===== config.mk =====
export PLATFORM = sky130hd
export DESIGN_NAME = spec_ghr_ckpt
export DESIGN_NICKNAME = d
export VERILOG_FILES = /design/src/rtl/spec_ghr_ckpt.sv
export SDC_FILE = /design/constraint.sdc
export NUM_CORES = 1
export LEC_CHECK = 0
export BUFFER_PORTS_ARGS = -buffer_cell sky130_fd_sc_hd__buf_2
export CAP_MARGIN = 20
export CORE_MARGIN = 2
export CORE_UTILIZATION = 51
export CTS_BUF_LIST = sky130_fd_sc_hd__clkbuf_2 sky130_fd_sc_hd__clkbuf_4 sky130_fd_sc_hd__clkbuf_8
export CTS_CLUSTER_SIZE = 40
export DETAILED_ROUTE_END_ITERATION = 12
export PLACE_DENSITY = 0.78
export SLEW_MARGIN = 20
export SYNTH_ARGS = -nofsm -noshare
export SYNTH_HDL_FRONTEND = slang
export SYNTH_SLANG_ARGS = --single-unit

===== constraint.sdc =====
create_clock -name clk -period 8.3 [get_ports clk]
set_input_delay 1.245 -clock clk [delete_from_list [all_inputs] [get_ports clk]]
set_output_delay 1.245 -clock clk [all_outputs]
set_load 0.05 [all_outputs]

===== src/rtl/spec_ghr_ckpt.sv =====
// Speculative global history register with per-branch checkpoints.
// One-cycle restore on mispredict or flush; gshare index generation.
module spec_ghr_ckpt #(
    parameter int GHR_WIDTH  = 8,
    parameter int CKPT_DEPTH = 8,
    parameter int IDX_W      = 8,
    localparam int TAG_W     = $clog2(CKPT_DEPTH)
) (
    input  logic                 clk,
    input  logic                 rst,
    input  logic                 if_valid,
    input  logic                 if_taken,
    input  logic [31:0]          if_pc,
    output logic                 if_ready,
    output logic [TAG_W-1:0]     if_tag,
    output logic [IDX_W-1:0]     pht_idx,
    input  logic                 ex_valid,
    input  logic [TAG_W-1:0]     ex_tag,
    input  logic                 ex_taken,
    input  logic                 ex_mispredict,
    input  logic                 flush,
    output logic [GHR_WIDTH-1:0] spec_ghr,
    output logic [GHR_WIDTH-1:0] arch_ghr,
    output logic [TAG_W:0]       ckpt_cnt,
    output logic                 tag_err
);

    localparam int NSL = (GHR_WIDTH + IDX_W - 1) / IDX_W;
    localparam logic [TAG_W:0]   L_FULL = (TAG_W + 1)'(CKPT_DEPTH);
    localparam logic [TAG_W:0]   L_CONE = (TAG_W + 1)'(1);
    localparam logic [TAG_W-1:0] L_ONE  = TAG_W'(1);

    logic [GHR_WIDTH-1:0] r_spec;
    logic [GHR_WIDTH-1:0] r_arch;
    logic [TAG_W-1:0]     r_head;
    logic [TAG_W-1:0]     r_tail;
    logic [TAG_W:0]       r_cnt;
    logic                 r_tag_err;
    logic [GHR_WIDTH-1:0] r_ckpt [CKPT_DEPTH];

    logic                 w_empty;
    logic                 w_resolve;
    logic                 w_mis;
    logic                 w_ok;
    logic                 w_push;
    logic                 w_terr_set;
    logic [TAG_W:0]       w_cnt_nxt;
    logic [GHR_WIDTH-1:0] w_head_ckpt;
    logic [NSL*IDX_W-1:0] w_pad;
    logic [IDX_W-1:0]     w_fold;

    assign w_empty     = (r_cnt == '0);
    assign w_resolve   = ex_valid && !flush && !w_empty;
    assign w_mis       = w_resolve && ex_mispredict;
    assign w_ok        = w_resolve && !ex_mispredict;
    assign w_head_ckpt = r_ckpt[r_head];

    // A full buffer still accepts a push when the head retires the same cycle.
    assign w_push = if_valid && (if_ready || w_ok) && !flush && !w_mis;

    assign w_terr_set = ex_valid && !flush && (w_empty || ex_tag != r_head);

    always_comb begin
        w_cnt_nxt = r_cnt;
        if (w_push && !w_ok) begin
            w_cnt_nxt = r_cnt + L_CONE;
        end else if (!w_push && w_ok) begin
            w_cnt_nxt = r_cnt - L_CONE;
        end
    end

    always_ff @(posedge clk) begin
        if (rst) begin
            r_spec    <= '0;
            r_arch    <= '0;
            r_head    <= '0;
            r_tail    <= '0;
            r_cnt     <= '0;
            r_tag_err <= 1'b0;
        end else begin
            if (w_terr_set) begin
                r_tag_err <= 1'b1;
            end
            if (flush) begin
                r_spec <= r_arch;
                r_head <= '0;
                r_tail <= '0;
                r_cnt  <= '0;
            end else if (w_mis) begin
                // Everything younger than head is wrong-path: drop it all.
                r_spec <= {w_head_ckpt[GHR_WIDTH-2:0], ex_taken};
                r_arch <= {r_arch[GHR_WIDTH-2:0], ex_taken};
                r_head <= r_head + L_ONE;
                r_tail <= r_head + L_ONE;
                r_cnt  <= '0;
            end else begin
                if (w_push) begin
                    r_spec <= {r_spec[GHR_WIDTH-2:0], if_taken};
                    r_tail <= r_tail + L_ONE;
                end
                if (w_ok) begin
                    r_arch <= {r_arch[GHR_WIDTH-2:0], ex_taken};
                    r_head <= r_head + L_ONE;
                end
                r_cnt <= w_cnt_nxt;
            end
        end
    end

    always_ff @(posedge clk) begin
        if (w_push) begin
            r_ckpt[r_tail] <= r_spec;
        end
    end

    always_comb begin
        w_pad = '0;
        w_pad[GHR_WIDTH-1:0] = r_spec;
        w_fold = '0;
        for (int i = 0; i < NSL; i++) begin
            w_fold = w_fold ^ w_pad[i*IDX_W +: IDX_W];
        end
    end

    assign pht_idx  = if_pc[IDX_W+1:2] ^ w_fold;
    assign if_ready = (r_cnt != L_FULL);
    assign if_tag   = r_tail;
    assign spec_ghr = r_spec;
    assign arch_ghr = r_arch;
    assign ckpt_cnt = r_cnt;
    assign tag_err  = r_tag_err;

endmodule


# --- After elaboration in Yosys (flattened, before gate mapping) ---
# Memory sizes are Yosys's and may differ from the RTL's. A register that Yosys moved wholly into a read port is not among the register bits.
# Cells that the tools add are included.
op_classes:
  add_sub_neg: 4
  eq_ne: 2
  muxes: 15
  n_bitwise: 2
  reduce_logical: 26
op_table:
  columns: ["op", "count"]
  rows:
  - ["two-way mux 8 bit", 5]
  - ["two-way mux 3 bit", 6]
  - ["logical AND 1 bit", 10]
  - ["two-way mux 4 bit", 2]
  - ["bitwise XOR 8 bit", 1]
  - ["adder 3 x 1 -> 3 bit, second input constant", 2]
  - ["logical NOT 1 bit", 6]
  - ["nonzero test 2 bit", 3]
  - ["adder 4 x 1 -> 4 bit, second input constant", 1]
  - ["logical NOT 4 bit", 1]
  - ["inequality test 4 bit, second input constant", 1]
  - ["subtractor 4 x 1 -> 4 bit, second input constant", 1]
  - ["inequality test 3 bit", 1]
  - ["nonzero test 3 bit", 1]
  - ["OR reduction 3 bit", 1]
  - ["logical OR 1 bit", 2]
  - ["two-way mux 1 bit", 2]
  - ["AND reduction 2 bit", 1]
  - ["OR reduction 2 bit", 1]
  - ["NOT 1 bit", 1]
totals:
  reg_bits: 27
  mem_bits_rw: 64
  inputBits: 43
  out_inout_bits: 33
  elab_cells: 56
  mem_count: 1
memory_table:
  columns: ["memory", "depth", "width", "read_ports", "rd_clocked_by_memory_dff", "write_ports", "line_no", "text"]
  rows:
  - ["r_ckpt", 8, 8, 1, 1, 1, "39", "logic [GHR_WIDTH-1:0] r_ckpt [CKPT_DEPTH];"]

# --- Longest topological paths before layout ---
# Gate-level depths: netlist of run 1.
depth:
  ltp_word: 12
  depth_mapped: 12
  depth_no_buf: 11

# --- Worst setup path before layout of run 1 ---
# Ideal clock, no wire load.
synth_path:
  kind: "input to output"
  start: "input port if_pc[2]"
  end: "output port pht_idx[0]"
  t_arrival_ns: 1.994
  required_time_ns: 7.055
  path_slack_ns: 5.061
  path_stages: 1
  n_path_buf: 0
  path_cell_list: "xor2_1"
synth_between:
  elab_chain_cells: 1
synth_lines:
  columns: ["item", "line_no", "text"]
  rows:
  - ["start, declared", "13", "input logic [31:0] if_pc,"]
  - ["bitwise XOR 8 bit", "125", "assign pht_idx = if_pc[IDX_W+1:2] ^ w_fold;"]
  - ["end, declared", "16", "output logic [IDX_W-1:0] pht_idx,"]
# Every way passes these cells.

# --- Worst setup path in the final report of run 1 ---
layout_path:
  start: "input port flush"
  end: "register r_cnt[3] (netlist: ckpt_cnt[3])"
layout_between:
  elab_chain_cells: 11
  elab_cells_between_ends: 17
  classes_between: "1 x mux; 16 x reduce/logical"
layout_lines:
  columns: ["item", "line_no", "text"]
  rows:
  - ["start, declared", "21", "input logic flush,"]
  - ["logical NOT 1 bit", "53, 59", null]
  - ["logical AND 1 bit (2 in series)", "53", "assign w_resolve = ex_valid && !flush && !w_empty;"]
  - ["logical AND 1 bit", "55", "assign w_ok = w_resolve && !ex_mispredict;"]
  - ["logical OR 1 bit", "59", "assign w_push = if_valid && (if_ready || w_ok) && !flush && !w_mis;"]
  - ["logical AND 1 bit (3 in series)", "59", null]
  - ["logical NOT 1 bit", "67", "end else if (!w_push && w_ok) begin"]
  - ["logical AND 1 bit", "67", null]
  - ["nonzero test 2 bit (no line)", null, null]
  - ["end signal, assigned", "105", "r_cnt <= w_cnt_nxt;"]
  - ["end, declared", "37", "logic [TAG_W:0] r_cnt;"]
# Several ways; a longest one is shown, not always the timed one.
# A chain may end at the register's enable or synchronous reset.

==> results of run 1 <==
synthesized netlist by cell type, types with 2 or more instances:
| cell | count |
|---|---|
| edfxtp_1 | 56 |
| a21oi_1 | 36 |
| dfxtp_1 | 30 |
| nand2_1 | 22 |
| nor2_1 | 21 |
| mux4_2 | 14 |
| inv_1 | 10 |
| mux2i_1 | 10 |
| xor2_1 | 10 |
| o221a_1 | 7 |
| xnor2_1 | 6 |
| ha_1 | 5 |
| nand2b_1 | 4 |
| nand3_1 | 4 |
| nor3_1 | 4 |
| buf_1 | 3 |
| buf_6 | 3 |
| clkbuf_1 | 3 |
| nor2b_1 | 3 |
| or3_1 | 3 |
| buf_2 | 2 |
| nand2_4 | 2 |
| nand4_1 | 2 |
| o21ai_2 | 2 |
report_power, final:
group / total, mW / switching [mW] / leakage (nW) / internal [mW]
sequential: 0.477 / 0.0132 / 0.743 / 0.464
combinational: 0.100 / 0.0686 / 0.703 / 0.0318
clock: 0.253 / 0.147 / 0.0728 / 0.106
per-stage QoR:
stage | instances | setup slack (ns)
finish | 440 | 4.93
global route | 440 | 4.72
CTS | 440 | 4.95
detailed placement | 425 | 4.60
global placement | 425 | 4.63
floorplan | 286 | 5.06
routing by layer:
layer	GRT usage	vias up	wire, microns
met5	0	-	0
met4	0.0615	0	93
met3	0.0401	7	330
met2	0.313	75	3750
met1	0.271	1180	3280
li1	-	1176	-
cell families after synthesis:
kind of cell | share of synthesized area
DFF | 0.599
and+or+nand+nor | 0.110
AOI/OAI and AO/OA | 0.0932
muxes | 0.109
buffers and inverters | 0.0302
xor gates and xnor gates | 0.0368
adders and majority gates | 0.0217
cell usage in the layout (no fill, tap or decap), types with 2 or more instances in the layout:
| cell type | instances |
|---|---|
| o21ai_2 | 2 |
| xor2_1 | 10 |
| nor2b_1 | 3 |
| clkinvlp_4 | 3 |
| nor3_2 | 3 |
| clkinv_1 | 2 |
| clkbuf_8 | 9 |
| buf_2 | 51 |
| nand2_1 | 22 |
| inv_1 | 10 |
| nor3_1 | 2 |
| mux4_2 | 14 |
| dfxtp_1 | 30 |
| a21oi_1 | 36 |
| or3_1 | 3 |
| o221a_1 | 7 |
| nor2_1 | 21 |
| nand4_1 | 2 |
| nand3_1 | 4 |
| nand2b_1 | 4 |
| nand2_4 | 2 |
| mux2i_1 | 10 |
| edfxtp_1 | 56 |
| ha_1 | 5 |
| xnor2_1 | 6 |
state kept, by name, summed over array words and instances (netlist names), named ones only:
register and cells:
ckpt_cnt 4, r_head 3, arch_ghr 8, tag_err 1, r_ckpt 56, if_tag 3, spec_ghr 8
critical path, stage by stage:
cell and delay (ns):
buf_2 0.19, and3b_1 0.51, nand2_4 0.13, nand2_4 0.13
inv_1 0.06, ha_1 0.19, inv_1 0.13, ha_1 0.25
a21o_1 0.18, a21oi_1 0.19, mux2i_1 0.25, mux2i_1 0.20
final cells by class:
cell class	instances	area, sq um
fill	588	2960
tap	99	124
multi-input combinational	177	1420
inverter	11	41.3
timing repair buffer	52	263
sequential	86	2280
clock inverter	6	38.8
clock buffer	9	124
worst paths after layout:
path / slack (ns) / depth (start not counted) / end
worst max-delay path: 4.93 / 12 / ckpt_cnt[3]
worst min-delay path: 0.48 / 2 / arch_ghr[7]
worst max register to register: 5.46 / 11 / ckpt_cnt[3]
worst min register to register: 0.48 / 2 / arch_ghr[7]
==> results_dict.tcl, run 1 <==
set metrics [dict create \
    outcome "completed" \
    cp-startpoint "flush" \
    grt_pass1_vias 2342 \
    setup_viol 0 \
    synth-seq-cells 86 \
    avgViaCountPerCell 5.54 \
    ctsHoldBuffers 0 \
    finalPower_mw 0.830 \
    place_hpwl_microns 5120 \
    clock-root-buffer "clkbuf_8" \
    antenna_left 0 \
    drive_gt1_frac 0.284 \
    fin_crit_ns 3.37 \
    fp-row-count 31 \
    syn-cell-area_sq_um 3810 \
    worstPathArrival_ns 3.65 \
    synth_cells 286 \
    cts_tree "yes" \
    grt_first_pass_wirelength_microns 12300 \
    fmax_mhz 297 \
    powerDensity_nw_per_um2 193 \
    dpl_cell_area_sq_um 4130 \
    crit_type "in2reg" \
    layout.nets 386 \
    hold_viol 0 \
    worstReg2RegStart "ckpt_cnt[1]" \
    clk_latency_ns 0.35 \
    ios 76 \
    clock_path_buffers 2 \
    placeableCoreArea_sq_um 7250 \
    drv_cap 0 \
    drtPass1Iterations 4 \
    yosysWarnings 0 \
    yosysTopAreaCellShare 0.441 \
    synthFlopType "edfxtp_1" \
    yosysUniqueCellTypes 48 \
    via_count 2438 \
    synth_edf_count 56 \
    maxSlewViolCount 0 \
    drt-wirelength-per-cell_microns 17.0 \
    die_x_microns 90.4 \
    required_ns 8.59 \
    hold_class "reg2reg" \
    worstMarginPinSlew_ns 1.03 \
    finalHoldWorstSlack_ns 0.485 \
    htreeDepth 3 \
    synth_seq_area_share 0.599 \
    critPathLaunchType "primary input" \
    yosys.area.top_type "edfxtp_1" \
    synthArstFlopShare 0 \
    gp_congestion 0.829 \
    syn_nets 335 \
    final_core_util 0.592 \
    grt_max_degree 20 \
    initial_utilization 0.525 \
    antenna_found_initial 0 \
    drc 0 \
    dieArea_sq_um 8180 \
    ctsResizeCount 0 \
    crit_path_end_kind "register" \
    routed_wl_microns 7460 \
    hold_start "arch_ghr[7]" \
    post_cts_buffers 0 \
    ir_worst_vdd_mv 0.0936 \
    fin_crit_sh 0.406 \
    fin_skew_ns 0.00946 \
    crit_fanout 18 \
    design_area_sq_um 4300 \
    clk_pin_slew_ns 0.09 \
    relSlewSlack 0.310 \
    fin_setup_tns_ns 0 \
    grtUsageTotal 0.195 \
    clock_sink_count 86 \
    rsz0062_at_grt "no" \
    avgSynthCellArea_sq_um 13.3 \
    cellLeakagePower_nw 1.52 \
    synth_area_leaders "edfxtp_1, dfxtp_1, mux4_2" \
    drtIter0Drc 159 \
    port_buffers 51 \
    die_y_microns 90.4 \
    cts-buffers-inserted 9 \
    grt_overflow_total 0 \
    area_growth_pct 12.7 \
    antennaDiodeCount 0 \
]
(Power assumes the default switching activity.)
==> inputs of run 2 (changes only) <==
Settings changed: ABC_AREA from default to 1, PLACE_DENSITY 0.78 to 0.77.
Clock period 8.3 ns to 3.5 ns, I/O delays scaled along.
==> run 2 against run 1 <==
Effect of this change:
- via count rose by 30%
- final cell count rose by 43%
- register-to-register slack got worse by 4.4 ns
- wire length rose by 14%
- total power rose to 2.5 times the previous value
- largest cell class unchanged
==> results_dict.tcl, run 2 <==
set metrics [dict create \
    outcome "completed" \
    critPathLaunchType "register" \
    antenna_found_initial 0 \
    clock_sink_count 86 \
    rsz0062_at_grt "no" \
    die_x_microns 93.4 \
    largest_reg_flops 56 \
    clock_path_buffers 2 \
    top_register "r_ckpt" \
    hold_start "ex_taken" \
    drc 0 \
    hold_class "in2reg" \
    synth_common_cells "nand2_1, inv_1, edfxtp_1" \
    synth-seq-cells 86 \
    drtIter0Drc 226 \
    grtUsageTotal 0.206 \
    crit_type "reg2reg" \
    dieArea_sq_um 8720 \
    ios 76 \
    dpl_cell_area_sq_um 4420 \
    worstPathArrival_ns 2.73 \
    setup_viol 0 \
    die_y_microns 93.4 \
    fillers 669 \
    drt-wirelength-per-cell_microns 13.6 \
    drive_gt1_frac 0.164 \
    ctsHoldBuffers 0 \
    ctsResizeCount 0 \
    fmax_mhz 409 \
    antennaDiodeCount 0 \
    grt_first_pass_wirelength_microns 13800 \
    worstMarginPinSlew_ns 0.745 \
    synth_edf_count 56 \
    port_buffers 51 \
    drv_cap 0 \
    fin_setup_tns_ns 0 \
    ff2ff_setup_slack_ns 1.05 \
    clk_pin_slew_ns 0.09 \
    worstReg2RegStart "ckpt_cnt[1]" \
    drtPass1Iterations 5 \
    yosysTopAreaCellShare 0.413 \
    dp_cells 611 \
    cts_tree "yes" \
    avgSynthCellArea_sq_um 8.70 \
    initial_utilization 0.527 \
    final_cell_mix "nand2_1, inv_1, edfxtp_1, nand3_1, buf_2" \
    clk_latency_ns 0.36 \
    synthArstFlopShare 0 \
    cts-buffers-inserted 9 \
    area_growth_pct 13.1 \
    synth_most_common_cell "nand2_1" \
    placeableCoreArea_sq_um 7730 \
    synthFlopType "edfxtp_1" \
    relSlewSlack 0.501 \
    fin_skew_ns 0.0108 \
    fin_crit_ns 2.45 \
    layout_commonest_cell "nand2_1" \
    yosysUniqueCellTypes 26 \
    post_cts_buffers 0 \
    required_ns 3.78 \
    gp_congestion 0.843 \
    crit_path_end "ckpt_cnt[3]" \
    reg2reg_depth 13 \
    clock-root-buffer "clkbuf_8" \
    synth_cells 468 \
    antenna_left 0 \
    grt_overflow_total 0 \
    yosysWarnings 0 \
    cellLeakagePower_nw 2.10 \
    ir_worst_vdd_mv 0.212 \
    r2r-end "ckpt_cnt[3]" \
    place_hpwl_microns 5840 \
    crit_fanout 18 \
    via_count 3165 \
    powerDensity_nw_per_um2 457 \
    grt_max_degree 30 \
    avgViaCountPerCell 5.05 \
    fp-row-count 32 \
    htreeDepth 3 \
    synth_area_leaders "edfxtp_1, dfxtp_1, nand2_1" \
    syn_nets 517 \
    maxSlewViolCount 0 \
    crit_path_end_kind "register" \
    instances_no_fill 627 \
    cp-startpoint "ckpt_cnt[1]" \
    fin_crit_sh 0.699 \
    layout.nets 569 \
    yosys.area.top_type "edfxtp_1" \
    finalHoldWorstSlack_ns 0.477 \
    routed_wl_microns 8500 \
    hold_viol 0 \
    design_area_sq_um 4610 \
    syn-cell-area_sq_um 4070 \
    synth_seq_area_share 0.560 \
    grt_pass1_vias 2969 \
]
## run 2: changes by cell type after synthesis, moves of 4 or more
cell / before / now
nand2_1: 22 / 121
inv_1: 10 / 75
nand3_1: 4 / 54
nor2_1: 21 / 49
a21oi_1: 36 / 16
mux4_2: 14 / 0
o21ai_0: 1 / 13
mux2i_1: 10 / 0
o221a_1: 7 / 0
nor2_2: 1 / 6
buf_2: 2 / 6
nand2b_1: 4 / 0
nor3_1: 4 / 0
## run 2: cell type report
class                   instances  area (sq um)  share of cell area
clock buffers                  10           131              0.0285
clock inverters                 6          62.6              0.0136
inverters                      78           295              0.0641
multi-input cells             292          1440               0.312
flip-flops and latches         86          2280               0.495
well taps                     102           128              0.0277
repair buffers                 53           270              0.0586
## run 2: worst max-delay path, cell delays in order, from the launching register on
cell	delay [ns]
dfxtp_1	0.38
nor2_2	0.21
nand2_4	0.11
nand3_4	0.21
nand3_4	0.19
inv_1	0.12
ha_1	0.18
inv_1	0.09
ha_1	0.31
a21oi_1	0.12
and2_1	0.14
xor2_1	0.14
nand2_1	0.06
a21oi_1	0.11
## run 2: stage by stage
step | worst slack [ns] | utilization | total power [mW]
floorplan | 1.07 | - | 1.37
global placement | 0.870 | 0.571 | 1.44
detailed placement | 0.763 | 0.571 | 1.45
CTS | 1.02 | 0.597 | 2.12
global route | 0.789 | 0.597 | 2.19
finish | 1.05 | 0.597 | 2.11
## run 2: worst min path at each step
| stage | end | slack, ns | depth (start not counted) |
|---|---|---|---|
| floorplan | register | 0.48 | 2 |
| detailed placement | tag_err | 0.46 | 2 |
| CTS | arch_ghr[0] | 0.46 | 3 |
| finish | arch_ghr[0] | 0.48 | 3 |
| global route | tag_err | 0.49 | 2 |
| global placement | tag_err | 0.45 | 2 |
## run 2: kinds of logic (layout without fill, tap and decap cells)
logic type               Yosys count  in the layout  synth area share
flip-flops                        86             86             0.560
AO/OA/AOI/OAI                     30             30            0.0393
adder cells (fa/ha/maj)            6              6            0.0203
buffers and inverters             90            147            0.0863
AND/OR/NAND/NOR                  241            241             0.262
XOR/XNOR                          15             15            0.0322
## run 2: layer usage
layer  up-vias  wire length [microns]  track usage
met5         -                      0            0
met4         0                    207        0.104
li1       1587                      -            -
met1      1451                   3820        0.275
met2       108                   4030        0.329
met3        19                    450       0.0282
## run 2: where the power goes
group	internal, mW	switching, mW
logic	0.0789	0.211
clock network	0.335	0.345
registers	1.11	0.0312
==> inputs of run 3 (changes only) <==
Clock period 3.5 ns to 2.4 ns, I/O delays scaled along.
==> run 3 against run 2 <==
Effect of this change:
- register-to-register slack worse by 0.83 ns
- cell area increased by 1.4%
- via count up 2.8%
- first-iteration DRC count down 7.5%
- die area stayed put
- fmax rose by 12%
- hold slack worse by 0.17 ns
- sequential cell count unchanged
- utilization increased by 0.83 points
- combinational power grew 50%
- sequential share of layout area decreased by 0.57 points
- critical path type unchanged
- highest routed layer unchanged
==> results_dict.tcl, run 3 (synthesized netlist as in run 2, its figures left out) <==
set metrics [dict create \
    fin_crit_sh 0.908 \
    clock_path_buffers 2 \
    die_y_microns 93.4 \
    gp_congestion 0.828 \
    clock-root-buffer "clkbuf_8" \
    clk_latency_ns 0.36 \
    fin_skew_ns 0.0130 \
    power.switching_mw 0.914 \
    clock_sink_count 86 \
    crit_top_cell "inv_1" \
    layout.nets 578 \
    fin_crit_ns 2.18 \
    p_int_mw 2.14 \
    antennaDiodeCount 0 \
    fmax_mhz 459 \
    crit_path_end_kind "register" \
    ctsHoldBuffers 0 \
    instances_no_fill 636 \
    slowest_delay_ns 0.36 \
    place_hpwl_microns 6090 \
    grt_pass1_vias 3082 \
    comb_power_share 0.142 \
    finalPower_mw 3.05 \
    hold_viol 0 \
    maxSlewViolCount 0 \
    swShare 0.299 \
    fin_setup_tns_ns 0 \
    initial_utilization 0.527 \
    critPathLaunchType "register" \
    dpl_cell_area_sq_um 4490 \
    fp-row-count 32 \
    top_register "r_ckpt" \
    ios 76 \
    layout_commonest_cell "nand2_1" \
    dieArea_sq_um 8720 \
    worstMarginPinSlew_ns 0.509 \
    required_ns 2.68 \
    grt_overflow_total 0 \
    hold_class "in2reg" \
    outcome "completed" \
    drt-wirelength-per-cell_microns 13.6 \
    antenna_left 0 \
    post_cts_buffers 0 \
    crit_fanout 5 \
    rsz0062_at_grt "no" \
    placeableCoreArea_sq_um 7730 \
    setup_viol 0 \
    grt_first_pass_wirelength_microns 14100 \
    grtUsageTotal 0.209 \
    powerDensity_nw_per_um2 654 \
    drtPass1Iterations 4 \
    htreeDepth 3 \
    via_count 3253 \
    relSlewSlack 0.660 \
    cts_tree "yes" \
    largest_reg_flops 56 \
    grt_max_degree 29 \
    crit_path_cell_trace "nor2_2 -> inv_1 -> nor2_2 -> nand2_4 -> nand3_4 -> inv_1 -> ha_1 -> inv_1 -> ha_1 -> a21oi_1 -> and2_1 -> xor2_1 -> nand2_1 -> a21oi_1" \
    area_growth_pct 14.7 \
    cp_top_family "simple AND/OR/NAND/NOR gates" \
    drtIter0Drc 209 \
    drc 0 \
    design_area_sq_um 4670 \
    seqPwrFrac 0.542 \
    power_frac_clock 0.316 \
    drive_gt1_frac 0.187 \
    routed_wl_microns 8660 \
    die_x_microns 93.4 \
    worstPathArrival_ns 2.46 \
    final_cell_mix "nand2_1, inv_1, edfxtp_1, nand3_1, buf_2" \
    setup_ws_ns 0.220 \
    cellLeakagePower_nw 2.15 \
    antenna_found_initial 0 \
    clk_pin_slew_ns 0.10 \
    ctsResizeCount 0 \
    cts-buffers-inserted 9 \
    drv_cap 0 \
    port_buffers 51 \
    cp.buffers_inverters 3 \
    avgViaCountPerCell 5.11 \
    dp_slack_ns 0.0462 \
    ir_worst_vdd_mv 0.400 \
    crit_type "reg2reg" \
    cp_slowest_cell "dfxtp_2" \
    dp_cells 620 \
]
==> run 3: changes by cell type in the layout (fill, tap and decap cells not counted) <==
cell	change
clkinv_1	-1
bufinv_16	-1
dfxtp_1	-4
inv_8	+1
clkinv_2	-1
dfxtp_2	+4
buf_4	+9
clkinvlp_4	-1
clkinv_4	+1
inv_6	+2
==> run 3: worst paths after layout <==
check	end	startpoint	cells after the start	slack, ns
worst max-delay path	ckpt_cnt[3]	ckpt_cnt[1]	14	0.22
worst min register to register	arch_ghr[1]	arch_ghr[0]	2	0.50
worst min-delay path	tag_err	rst	2	0.31
worst max register to register	ckpt_cnt[3]	ckpt_cnt[1]	14	0.22
==> run 3: layer usage <==
metal | global-route usage | vias to the layer above | wire length [microns]
met5 | 0 | - | 0
met4 | 0.0882 | 0 | 194
met3 | 0.0411 | 18 | 511
met2 | 0.340 | 107 | 4160
met1 | 0.275 | 1522 | 3790
li1 | - | 1606 | -
==> run 3: power by group through the flow <==
| stage | clock, mW | combinational (mW) | sequential, mW |
|---|---|---|---|
| after floorplan | 0 | 0.242 | 1.76 |
| after global placement | 0 | 0.426 | 1.69 |
| after detailed placement | 0 | 0.436 | 1.69 |
| after CTS | 0.973 | 0.437 | 1.66 |
| after global routing | 1.03 | 0.471 | 1.66 |
| final | 0.964 | 0.435 | 1.66 |
==> run 3: through the flow <==
step,hold WS (ns),util
2_1_floorplan,0.483,-
3_3_place_gp,0.454,0.581
3_5_place_dp,0.480,0.581
4_1_cts,0.295,0.605
5_1_grt,0.304,0.605
6_report,0.306,0.605
==> run 3: area by class of cell <==
type                       instances  area (sq um)
clock buffer                      10           131
clock inverter                     6          53.8
inverter                          78           295
multi-input combinational        292          1440
sequential                        86          2290
fill                             660          3050
tap                              102           128
timing repair buffer              62           338
